`config.mk`:
```
export PLATFORM = sky130hd
export DESIGN_NAME = ofdm_frame_sequencer
export DESIGN_NICKNAME = d
export VERILOG_FILES = /design/src/rtl/ofdm_pkg.sv /design/src/rtl/ofdm_pilot_marker.sv /design/src/rtl/ofdm_frame_sequencer.sv
export SDC_FILE = /design/constraint.sdc
export NUM_CORES = 1
export LEC_CHECK = 0
export BUFFER_PORTS_ARGS = -buffer_cell sky130_fd_sc_hd__buf_4
export CAP_MARGIN = 10
export CORE_ASPECT_RATIO = 1.25
export CORE_MARGIN = 3
export CORE_UTILIZATION = 59
export CTS_BUF_LIST = sky130_fd_sc_hd__clkbuf_4 sky130_fd_sc_hd__clkbuf_8 sky130_fd_sc_hd__clkbuf_16
export CTS_CLUSTER_DIAMETER = 60
export CTS_CLUSTER_SIZE = 16
export DETAILED_ROUTE_END_ITERATION = 8
export PLACE_DENSITY = 0.82
export SLEW_MARGIN = 20
export SYNTH_ARGS = -nofsm -noshare
export SYNTH_HDL_FRONTEND = slang
export SYNTH_SLANG_ARGS = --single-unit
```
`constraint.sdc`:
```
create_clock -name clk -period 4.9 [get_ports clk]
set_clock_uncertainty 0.05 [all_clocks]
set_input_delay 0.49 -clock clk [delete_from_list [all_inputs] [get_ports clk]]
set_output_delay 0.49 -clock clk [all_outputs]
set_load 0.05 [all_outputs]
```
`src/rtl/ofdm_pkg.sv`:
```
// Shared encodings for the OFDM frame sequencer and the pilot marker.
// Slot-type values are what the IFFT input mux decodes.
package ofdm_pkg;

  localparam int FFT_LOG2_MIN = 3;
  localparam int FFT_LOG2_MAX = 13;

  typedef enum logic [1:0] {
    SLOT_NONE = 2'b00,
    SLOT_PRE  = 2'b01,
    SLOT_PIL  = 2'b10,
    SLOT_DATA = 2'b11
  } slot_type_e;

  typedef enum logic [1:0] {
    ST_IDLE,
    ST_PRE,
    ST_DATA,
    ST_FIN
  } state_e;

endpackage

```
`src/rtl/ofdm_pilot_marker.sv`:
```
// Pilot position tracker: one step per generated data slot, reports whether
// the slot being generated is a pilot. Shared with the receive-side extractor.
module ofdm_pilot_marker #(
  parameter int IDX_W = 13
) (
  input  logic             clk,
  input  logic             rst,
  input  logic             step,
  input  logic             sym_start,
  input  logic [IDX_W-1:0] offset,
  input  logic [IDX_W-1:0] spacing,
  output logic             is_pilot
);

  logic [IDX_W-1:0] pil_cnt;
  logic [IDX_W-1:0] cur_cnt;

  // At a symbol start the offset takes the place of the running count.
  assign cur_cnt  = sym_start ? offset : pil_cnt;
  assign is_pilot = (cur_cnt == '0);

  always_ff @(posedge clk or negedge rst) begin
    if (!rst) begin
      pil_cnt <= '0;
    end else if (step) begin
      pil_cnt <= is_pilot ? spacing - 1'b1 : cur_cnt - 1'b1;
    end
  end

endmodule

```
`src/rtl/ofdm_frame_sequencer.sv`:
```
// Emits one OFDM frame as tagged subcarrier slots (preamble, pilot, data)
// over a valid/ready handshake towards the IFFT input mux.
module ofdm_frame_sequencer
  import ofdm_pkg::*;
#(
  parameter int SYM_W = 16,
  parameter int IDX_W = 13,
  parameter int PRE_W = 4
) (
  input  logic             clk,
  input  logic             rst,
  input  logic             start,
  input  logic             abort,
  input  logic [3:0]       cfg_fft_log2,
  input  logic [PRE_W-1:0] cfg_num_pre,
  input  logic [SYM_W-1:0] cfg_num_sym,
  input  logic [IDX_W-1:0] cfg_pil_offset,
  input  logic [IDX_W-1:0] cfg_pil_spacing,
  output logic             slot_valid,
  input  logic             slot_ready,
  output logic [1:0]       slot_type,
  output logic [IDX_W-1:0] slot_idx,
  output logic [SYM_W-1:0] sym_idx,
  output logic             sos,
  output logic             eos,
  output logic             eof,
  output logic             busy,
  output logic             done,
  output logic             cfg_err
);

  function automatic logic cfg_ok(input logic [3:0] lg, input logic [SYM_W-1:0] ns,
                                  input logic [IDX_W-1:0] sp);
    return (lg >= 4'(FFT_LOG2_MIN)) && (lg <= 4'(FFT_LOG2_MAX)) && (ns != '0) && (sp != '0);
  endfunction

  function automatic logic [IDX_W-1:0] last_idx(input logic [3:0] lg);
    logic [IDX_W:0] n;
    n = (IDX_W+1)'(1) << lg;
    return IDX_W'(n - 1'b1);
  endfunction

  state_e           state;
  logic [IDX_W-1:0] n_last_l, off_l, sp_l;
  logic [PRE_W-1:0] num_pre_l;
  logic [SYM_W-1:0] num_sym_l, dsym_cnt;

  logic             start_ok, xfer, adv;
  logic [IDX_W-1:0] nxt_idx;
  logic [SYM_W-1:0] nxt_sym, nxt_dsym;
  logic             pre_end, nxt_data, nxt_eof;
  logic [IDX_W-1:0] mk_offset, mk_spacing;
  logic             mk_sym_start, mk_step, is_pilot;

  assign start_ok = (state == ST_IDLE) && start &&
                    cfg_ok(cfg_fft_log2, cfg_num_sym, cfg_pil_spacing);
  assign xfer     = slot_valid && slot_ready;
  assign adv      = ((state == ST_PRE) || (state == ST_DATA)) && xfer && !eof && !abort;

  // Next-slot geometry, derived from the slot currently on the outputs.
  assign nxt_idx  = eos ? '0 : slot_idx + 1'b1;
  assign nxt_sym  = eos ? sym_idx + 1'b1 : sym_idx;
  assign pre_end  = (state == ST_PRE) && eos && (sym_idx == SYM_W'(num_pre_l) - 1'b1);
  assign nxt_data = (state == ST_DATA) || pre_end;
  assign nxt_dsym = ((state == ST_DATA) && eos) ? dsym_cnt + 1'b1 : dsym_cnt;
  assign nxt_eof  = nxt_data && (nxt_idx == n_last_l) && (nxt_dsym == num_sym_l - 1'b1);

  // The first slot is built straight from the cfg inputs, before they are latched.
  assign mk_offset    = (state == ST_IDLE) ? cfg_pil_offset  : off_l;
  assign mk_spacing   = (state == ST_IDLE) ? cfg_pil_spacing : sp_l;
  assign mk_sym_start = (state == ST_IDLE) ? 1'b1 : (nxt_idx == '0);
  assign mk_step      = (start_ok && (cfg_num_pre == '0)) || (adv && nxt_data);

  ofdm_pilot_marker #(.IDX_W(IDX_W)) u_pilot_marker (
    .clk       (clk),
    .rst       (rst),
    .step      (mk_step),
    .sym_start (mk_sym_start),
    .offset    (mk_offset),
    .spacing   (mk_spacing),
    .is_pilot  (is_pilot)
  );

  always_ff @(posedge clk or negedge rst) begin
    if (!rst) begin
      state      <= ST_IDLE;
      slot_valid <= 1'b0;
      slot_type  <= SLOT_NONE;
      slot_idx   <= '0;
      sym_idx    <= '0;
      dsym_cnt   <= '0;
      sos        <= 1'b0;
      eos        <= 1'b0;
      eof        <= 1'b0;
      busy       <= 1'b0;
      done       <= 1'b0;
      cfg_err    <= 1'b0;
      n_last_l   <= '0;
      off_l      <= '0;
      sp_l       <= '0;
      num_pre_l  <= '0;
      num_sym_l  <= '0;
    end else begin
      done <= 1'b0;
      case (state)
        ST_IDLE: begin
          if (start && !start_ok) begin
            cfg_err <= 1'b1;
          end else if (start_ok) begin
            cfg_err    <= 1'b0;
            busy       <= 1'b1;
            n_last_l   <= last_idx(cfg_fft_log2);
            off_l      <= cfg_pil_offset;
            sp_l       <= cfg_pil_spacing;
            num_pre_l  <= cfg_num_pre;
            num_sym_l  <= cfg_num_sym;
            slot_valid <= 1'b1;
            slot_idx   <= '0;
            sym_idx    <= '0;
            dsym_cnt   <= '0;
            sos        <= 1'b1;
            eos        <= 1'b0;
            eof        <= 1'b0;
            if (cfg_num_pre != '0) begin
              state     <= ST_PRE;
              slot_type <= SLOT_PRE;
            end else begin
              state     <= ST_DATA;
              slot_type <= is_pilot ? SLOT_PIL : SLOT_DATA;
            end
          end
        end
        ST_PRE, ST_DATA: begin
          if (abort) begin
            slot_valid <= 1'b0;
            busy       <= 1'b0;
            state      <= ST_IDLE;
          end else if (xfer && eof) begin
            slot_valid <= 1'b0;
            state      <= ST_FIN;
          end else if (adv) begin
            slot_idx  <= nxt_idx;
            sym_idx   <= nxt_sym;
            dsym_cnt  <= nxt_dsym;
            sos       <= (nxt_idx == '0);
            eos       <= (nxt_idx == n_last_l);
            eof       <= nxt_eof;
            state     <= nxt_data ? ST_DATA : ST_PRE;
            slot_type <= !nxt_data ? SLOT_PRE : (is_pilot ? SLOT_PIL : SLOT_DATA);
          end
        end
        ST_FIN: begin
          done  <= !abort;
          busy  <= 1'b0;
          state <= ST_IDLE;
        end
        default: state <= ST_IDLE;
      endcase
    end
  end

endmodule

```
==> impl_metrics.toml, run 1 <==
[worst_setup_path]
timing.rr.start = "slot_idx[0]$_DFFE_PN0P_"
cp_max_fo = 8
critPathSlowestCell = "nor4_2"
arrival_ns = 4.67
critPathLaunch = "slot_idx[0]$_DFFE_PN0P_"
rrSetupSlack_ns = 0.50
cpPeakStageDelay_ns = 0.86
start_kind = "flop"
cp.required_ns = 5.16
end_kind = "flop"
path_cells = "ha_1 -> nand3_4 -> o21ai_0 -> a31oi_1 -> nor4_2 -> a21oi_1 -> buf_4 -> o21ai_1 -> nand2_1 -> a41o_1 -> ha_1 -> and3b_1 -> o22a_1 -> nand2_1 -> xor2_1 -> mux2_2"
critPathKind = "flop to flop"

[pwr]
p_leak_uw = 0.00405
sw_frac_of_total = 0.407
power.density_mw_per_mm2 = 579
pwr-share-clk = 0.241
comb_power_share = 0.433
p_int_uw = 3270
finalPower_uw = 5520
power_switching_uw = 2250
p_seq_frac = 0.326
ir_worst_vdd_uv = 333

[logic_synthesis]
synth_area_leader_cell = "dfrtp_1"
yosysUniqueCellTypes = 68
synthAdderAreaFrac = 0.0172
synth-simple-area-share = 0.209
ys_ff_latch = 128
synth_ff_type = "dfrtp_1"
synth_top_family_by_area = "simple AND/OR/NAND/NOR gates"
synth-xor-area-share = 0.0874
async_flop_share = 1.00
yosys.area.top_type_share = 0.399
ys_warn_count = 0
syn-num-nets = 968
synth-edff-count = 0
synth_area_mm2 = 0.00802
avgSynthCellArea_um2 = 8.89
synthCells = 902
yosysSeqAreaShare = 0.399
synth_area_leaders = "dfrtp_1, mux2_2, xnor2_1"
synth_compound_area_frac = 0.173
synthMuxAreaShare = 0.0818

[worst_hold_path]
hold_path_class = "input port to async pin"

[floorplan]
die_h_um = 136
die_w_um = 110
fp.coreArea_mm2 = 0.0133
die_area_mm2 = 0.0150
pin_count = 93
placementRows = 47
start_util = 0.603

[routing]
drc = 0
viasPerCell = 6.33
routed_wl_um = 22200
wl_per_cell_um = 18.9
detail-route-antenna-nets = 0
num_vias = 7436
drt_iter0_drc = 676
drtPass1Iterations = 5

[sta]
rsz0062_at_grt = "no"
tns_ns = 0
worstMarginPinSlew_ns = 0.964
slew_headroom = 0.352
slew_violations = 0
setup_viol = 0
max_freq_ghz = 0.227
finalCriticalPeriod_ns = 4.40
finalCritPeriodShare = 0.899
finalHoldViolations = 0

[placed_design]
portBuffers = 92
hpwlAfterDp_um = 16000
place_congestion = 1.00
dpl_cell_area_mm2 = 0.00891

[clock_tree]
cts_tree = "done"
clk_pin_slew_ns = 0.06
cts_buffers = 17
cts.sinks = 128
cts_setup_buffers = 0
post_cts_resized = 0
cts_max_level = 4
hold_buffers = 0
root_buffer = "clkbuf_16"
clk_latency_ns = 0.43
cts_max_path_buffers = 2

[global_routing]
antenna_found_initial = 0
grt_overflow = 0
gr-usage-all-layers = 0.306
grt_start_max_net_pins = 62
grt_pass1_vias = 7137
grt_pass1_wl_um = 35800

[layout]
drive_gt1_frac = 0.213
layout_commonest_cell = "dfrtp_1"
area.growth.synth_to_final_pct = 18.9
stdcell_area_mm2 = 0.00953
mostFrequentLayoutCells = "dfrtp_1, buf_4, nand2_1, nor2_1, o21ai_0"
antennaDiodeCount = 0
nets = 1056

[status]
status = "finished, final reports clean"

[run]
drv_cap = 0
==> cells by family after synthesis <==
logic type,after synthesis
flops,128
mux,59
fa+ha+maj,11
simple gates,340
xor+xnor,80
compound gates,218
buf+inv,66
==> area by class of cell <==
type,count,area [um2]
clock buffers,17,425
fillers,1060,3760
flip-flops and latches,128,3200
repair buffers,114,856
well taps,171,214
clock inverters,15,193
inverters,21,78.8
multi-input cells,708,4560
==> power groups by stage <==
stage | Combinational, uW | Sequential [uW] | Clock [uW]
3_3_place_gp | 2310 | 1780 | 0
2_1_floorplan | 1620 | 1810 | 0
4_1_cts | 2370 | 1780 | 1340
5_1_grt | 2610 | 1830 | 1390
6_report | 2390 | 1800 | 1330
3_5_place_dp | 2360 | 1790 | 0
==> metal layers <==
metal / routed length [um] / track usage / up-vias
met5: 0 / 0 / -
met4: 1020 / 0.160 / 0
met3: 1400 / 0.0494 / 77
met2: 10900 / 0.495 / 330
met1: 8900 / 0.393 / 3564
li1: - / - / 3465
==> synth_stat cells, types with 8 or more instances <==
master,count
clkbuf_1,37
o31ai_1,14
nand3_1,46
xnor2_1,47
inv_1,20
mux2_2,52
nor3_1,12
nand4_1,14
nand2_1,92
dfrtp_1,128
xor2_1,33
or4_1,8
ha_1,11
and2_1,8
o21ai_0,76
nor2_1,87
a31oi_1,17
a211oi_1,11
or3_1,12
a21o_1,8
nor4_1,24
a21oi_1,44
==> sequential cells by signal (all words and copies together) (netlist names), 13 cells and up <==
signal	cells
dsym_cnt	16
num_sym_l	16
sym_idx	16
n_last_l	13
off_l	13
slot_idx	13
sp_l	13
u_pilot_marker.pil_cnt	13
==> worst max-delay path, delay by kind of cell, from the launching register on <==
kind            cells  cell delay [ns]
buf+inv             1             0.21
flops               1             0.50
fa+ha+maj           2             0.58
simple gates        5             1.38
xor+xnor            1             0.06
mux                 1             0.26
compound gates      6             1.25
==> final timing paths <==
| check | to | cells past startpoint |
|---|---|---|
| min in group clk | done$_DFF_PN0_ | 2 |
| max in group asynchronous | sp_l[4]$_DFFE_PN0P_ | 2 |
| max reg2reg | u_pilot_marker.pil_cnt[4]$_DFFE_PN0P_ | 16 |
| max | u_pilot_marker.pil_cnt[4]$_DFFE_PN0P_ | 16 |
| min reg2reg | n_last_l[5]$_DFFE_PN0P_ | 2 |
| min | num_sym_l[14]$_DFFE_PN0P_ | 1 |
==> per-stage QoR <==
stage | hold slack [ns] | setup WS (ns) | util | cells
6_report | 0.102 | 0.496 | 0.717 | 1174
3_5_place_dp | 0.442 | 0.631 | 0.671 | 1142
2_1_floorplan | 0.144 | 0.597 | - | 902
3_3_place_gp | 0.432 | 0.779 | 0.671 | 1142
5_1_grt | 0.162 | 0.260 | 0.717 | 1174
4_1_cts | 0.125 | 0.580 | 0.717 | 1174
Power figures use the tool's default switching activity.
==> inputs of run 2 (changes only) <==
--- a/config.mk
+++ b/config.mk
@@ -5,7 +5,7 @@
 export SDC_FILE = /design/constraint.sdc
 export NUM_CORES = 1
 export LEC_CHECK = 0
-export BUFFER_PORTS_ARGS = -buffer_cell sky130_fd_sc_hd__buf_4
+export BUFFER_PORTS_ARGS = -buffer_cell sky130_fd_sc_hd__buf_2
 export CAP_MARGIN = 10
 export CORE_ASPECT_RATIO = 1.25
 export CORE_MARGIN = 3
@@ -14,6 +14,7 @@
 export CTS_CLUSTER_DIAMETER = 60
 export CTS_CLUSTER_SIZE = 16
 export DETAILED_ROUTE_END_ITERATION = 8
+export MAX_ROUTING_LAYER = met4
 export PLACE_DENSITY = 0.82
 export SLEW_MARGIN = 20
 export SYNTH_ARGS = -nofsm -noshare
==> impl_metrics.toml, run 2 (synthesis results as in run 1) <==
[worst_hold_path]
hold_path_class = "input port to async pin"

[worst_setup_path]
start_kind = "flop"
crit_buf_inv = 0
critical_path.top_delay_family = "simple AND/OR/NAND/NOR gates"
path_cells = "ha_1 -> nand3_4 -> o21ai_0 -> a31oi_1 -> nor4_2 -> nand2_2 -> nand2_1 -> a41o_1 -> ha_1 -> nand2_1 -> nor2_1 -> o22a_1 -> nand3_2 -> or4_1 -> a31oi_1"
cp.required_ns = 5.20
rrSetupSlack_ns = 0.63
end_kind = "flop"
ff2ff_path_depth = 15
cpPeakStageDelay_ns = 0.71
r2r_end = "u_pilot_marker.pil_cnt[12]$_DFFE_PN0P_"
critPathKind = "flop to flop"
arrival_ns = 4.57
critPathSlowestCell = "nor4_2"
cp_max_fo = 9
timing.rr.start = "slot_idx[0]$_DFFE_PN0P_"

[sta]
rsz0062_at_grt = "no"
max_freq_ghz = 0.234
worst_slack_ns = 0.632
finalCriticalPeriod_ns = 4.27
slew_headroom = 0.438
tns_ns = 0
slew_violations = 0
finalHoldViolations = 12
worstMarginPinSlew_ns = 0.843
hold_slack_ns = -0.0139
setup_viol = 0
finalCritPeriodShare = 0.871

[pwr]
power.density_mw_per_mm2 = 582
p_int_uw = 3190
pwr-share-clk = 0.236
sw_frac_of_total = 0.408
p_seq_frac = 0.335
comb_power_share = 0.428
ir_worst_vdd_uv = 418
p_leak_uw = 0.00398
power_switching_uw = 2190

[clock_tree]
cts_setup_buffers = 0
cts_max_path_buffers = 2
cts_tree = "done"
cts_max_level = 4
cts.sinks = 128
clk_latency_ns = 0.42
cts_buffers = 17
hold_buffers = 0
root_buffer = "clkbuf_16"
clk_pin_slew_ns = 0.06
post_cts_resized = 0

[floorplan]
fp.coreArea_mm2 = 0.0133
placementRows = 47
pin_count = 93
die_h_um = 136
start_util = 0.603
die_area_mm2 = 0.0150
die_w_um = 110

[layout]
drive_gt1_frac = 0.209
final_cells = 1168
mostFrequentLayoutCells = "dfrtp_1, nand2_1, buf_2, nor2_1, o21ai_0"
nFillCells = 1102
antennaDiodeCount = 0
nets = 1052
area.growth.synth_to_final_pct = 15.4
top_regs = "dsym_cnt x16, num_sym_l x16, sym_idx x16"
layout_commonest_cell = "dfrtp_1"

[placed_design]
place_ws_ns = 0.696
hpwlAfterDp_um = 15300
place_congestion = 1.01
dp.cells = 1138
portBuffers = 92

[global_routing]
gr-usage-all-layers = 0.309
grt_start_max_net_pins = 76
antenna_found_initial = 0
grt_pass1_wl_um = 35200
grt_pass1_vias = 7001
grt_overflow = 0

[routing]
drt_iter0_drc = 701
viasPerCell = 6.35
num_vias = 7415
wl_per_cell_um = 18.8
detail-route-antenna-nets = 0
routed_wl_um = 22000
drtPass1Iterations = 5
drc = 0

[status]
status = "complete, but fails checks"
violations = "negative hold slack"

[run]
drv_cap = 0
run 2: per-layer routing:
layer,GRT usage,vias up,wire (um)
met5,-,-,0
li1,-,3456,-
met3,0.0575,55,1280
met2,0.505,283,11000
met1,0.376,3621,9060
met4,0.125,0,646
run 2: cell type report:
cell class	count	area (um2)	share of cell area
Clock inverter	5	77.6	0.00839
Multi-Input combinational cell	708	4560	0.493
Clock buffer	25	517	0.0559
Inverter	21	78.8	0.00852
Tap cell	171	214	0.0231
Timing Repair Buffer	110	598	0.0647
Sequential cell	128	3200	0.346
run 2: metrics by stage:
| stage | util | area [um2] | power, uW |
|---|---|---|---|
| 6_report | 0.696 | 9250 | 5380 |
| 3_3_place_gp | 0.651 | 8660 | 4000 |
| 5_1_grt | 0.696 | 9250 | 5690 |
| 4_1_cts | 0.696 | 9250 | 5360 |
| 3_5_place_dp | 0.651 | 8660 | 4050 |
| 2_1_floorplan | - | 8020 | 3430 |
run 2: how the worst max path moves through the flow:
stage,startpoint,to,cells past startpoint
2_1_floorplan,slot_idx[0]$_DFFE_PN0P_,u_pilot_marker.pil_cnt[4]$_DFFE_PN0P_,15
3_3_place_gp,slot_idx[0]$_DFFE_PN0P_,u_pilot_marker.pil_cnt[12]$_DFFE_PN0P_,15
3_5_place_dp,slot_idx[0]$_DFFE_PN0P_,u_pilot_marker.pil_cnt[12]$_DFFE_PN0P_,15
4_1_cts,slot_idx[0]$_DFFE_PN0P_,u_pilot_marker.pil_cnt[12]$_DFFE_PN0P_,15
5_1_grt,slot_idx[0]$_DFFE_PN0P_,u_pilot_marker.pil_cnt[12]$_DFFE_PN0P_,15
6_report,slot_idx[0]$_DFFE_PN0P_,u_pilot_marker.pil_cnt[12]$_DFFE_PN0P_,15
run 2: power by group through the flow:
stage	Combinational, uW	Sequential [uW]	Clock [uW]
after floorplan	1620	1810	0
after global placement	2210	1790	0
after detailed placement	2260	1800	0
after CTS	2290	1790	1280
after global routing	2530	1840	1330
final	2300	1800	1270
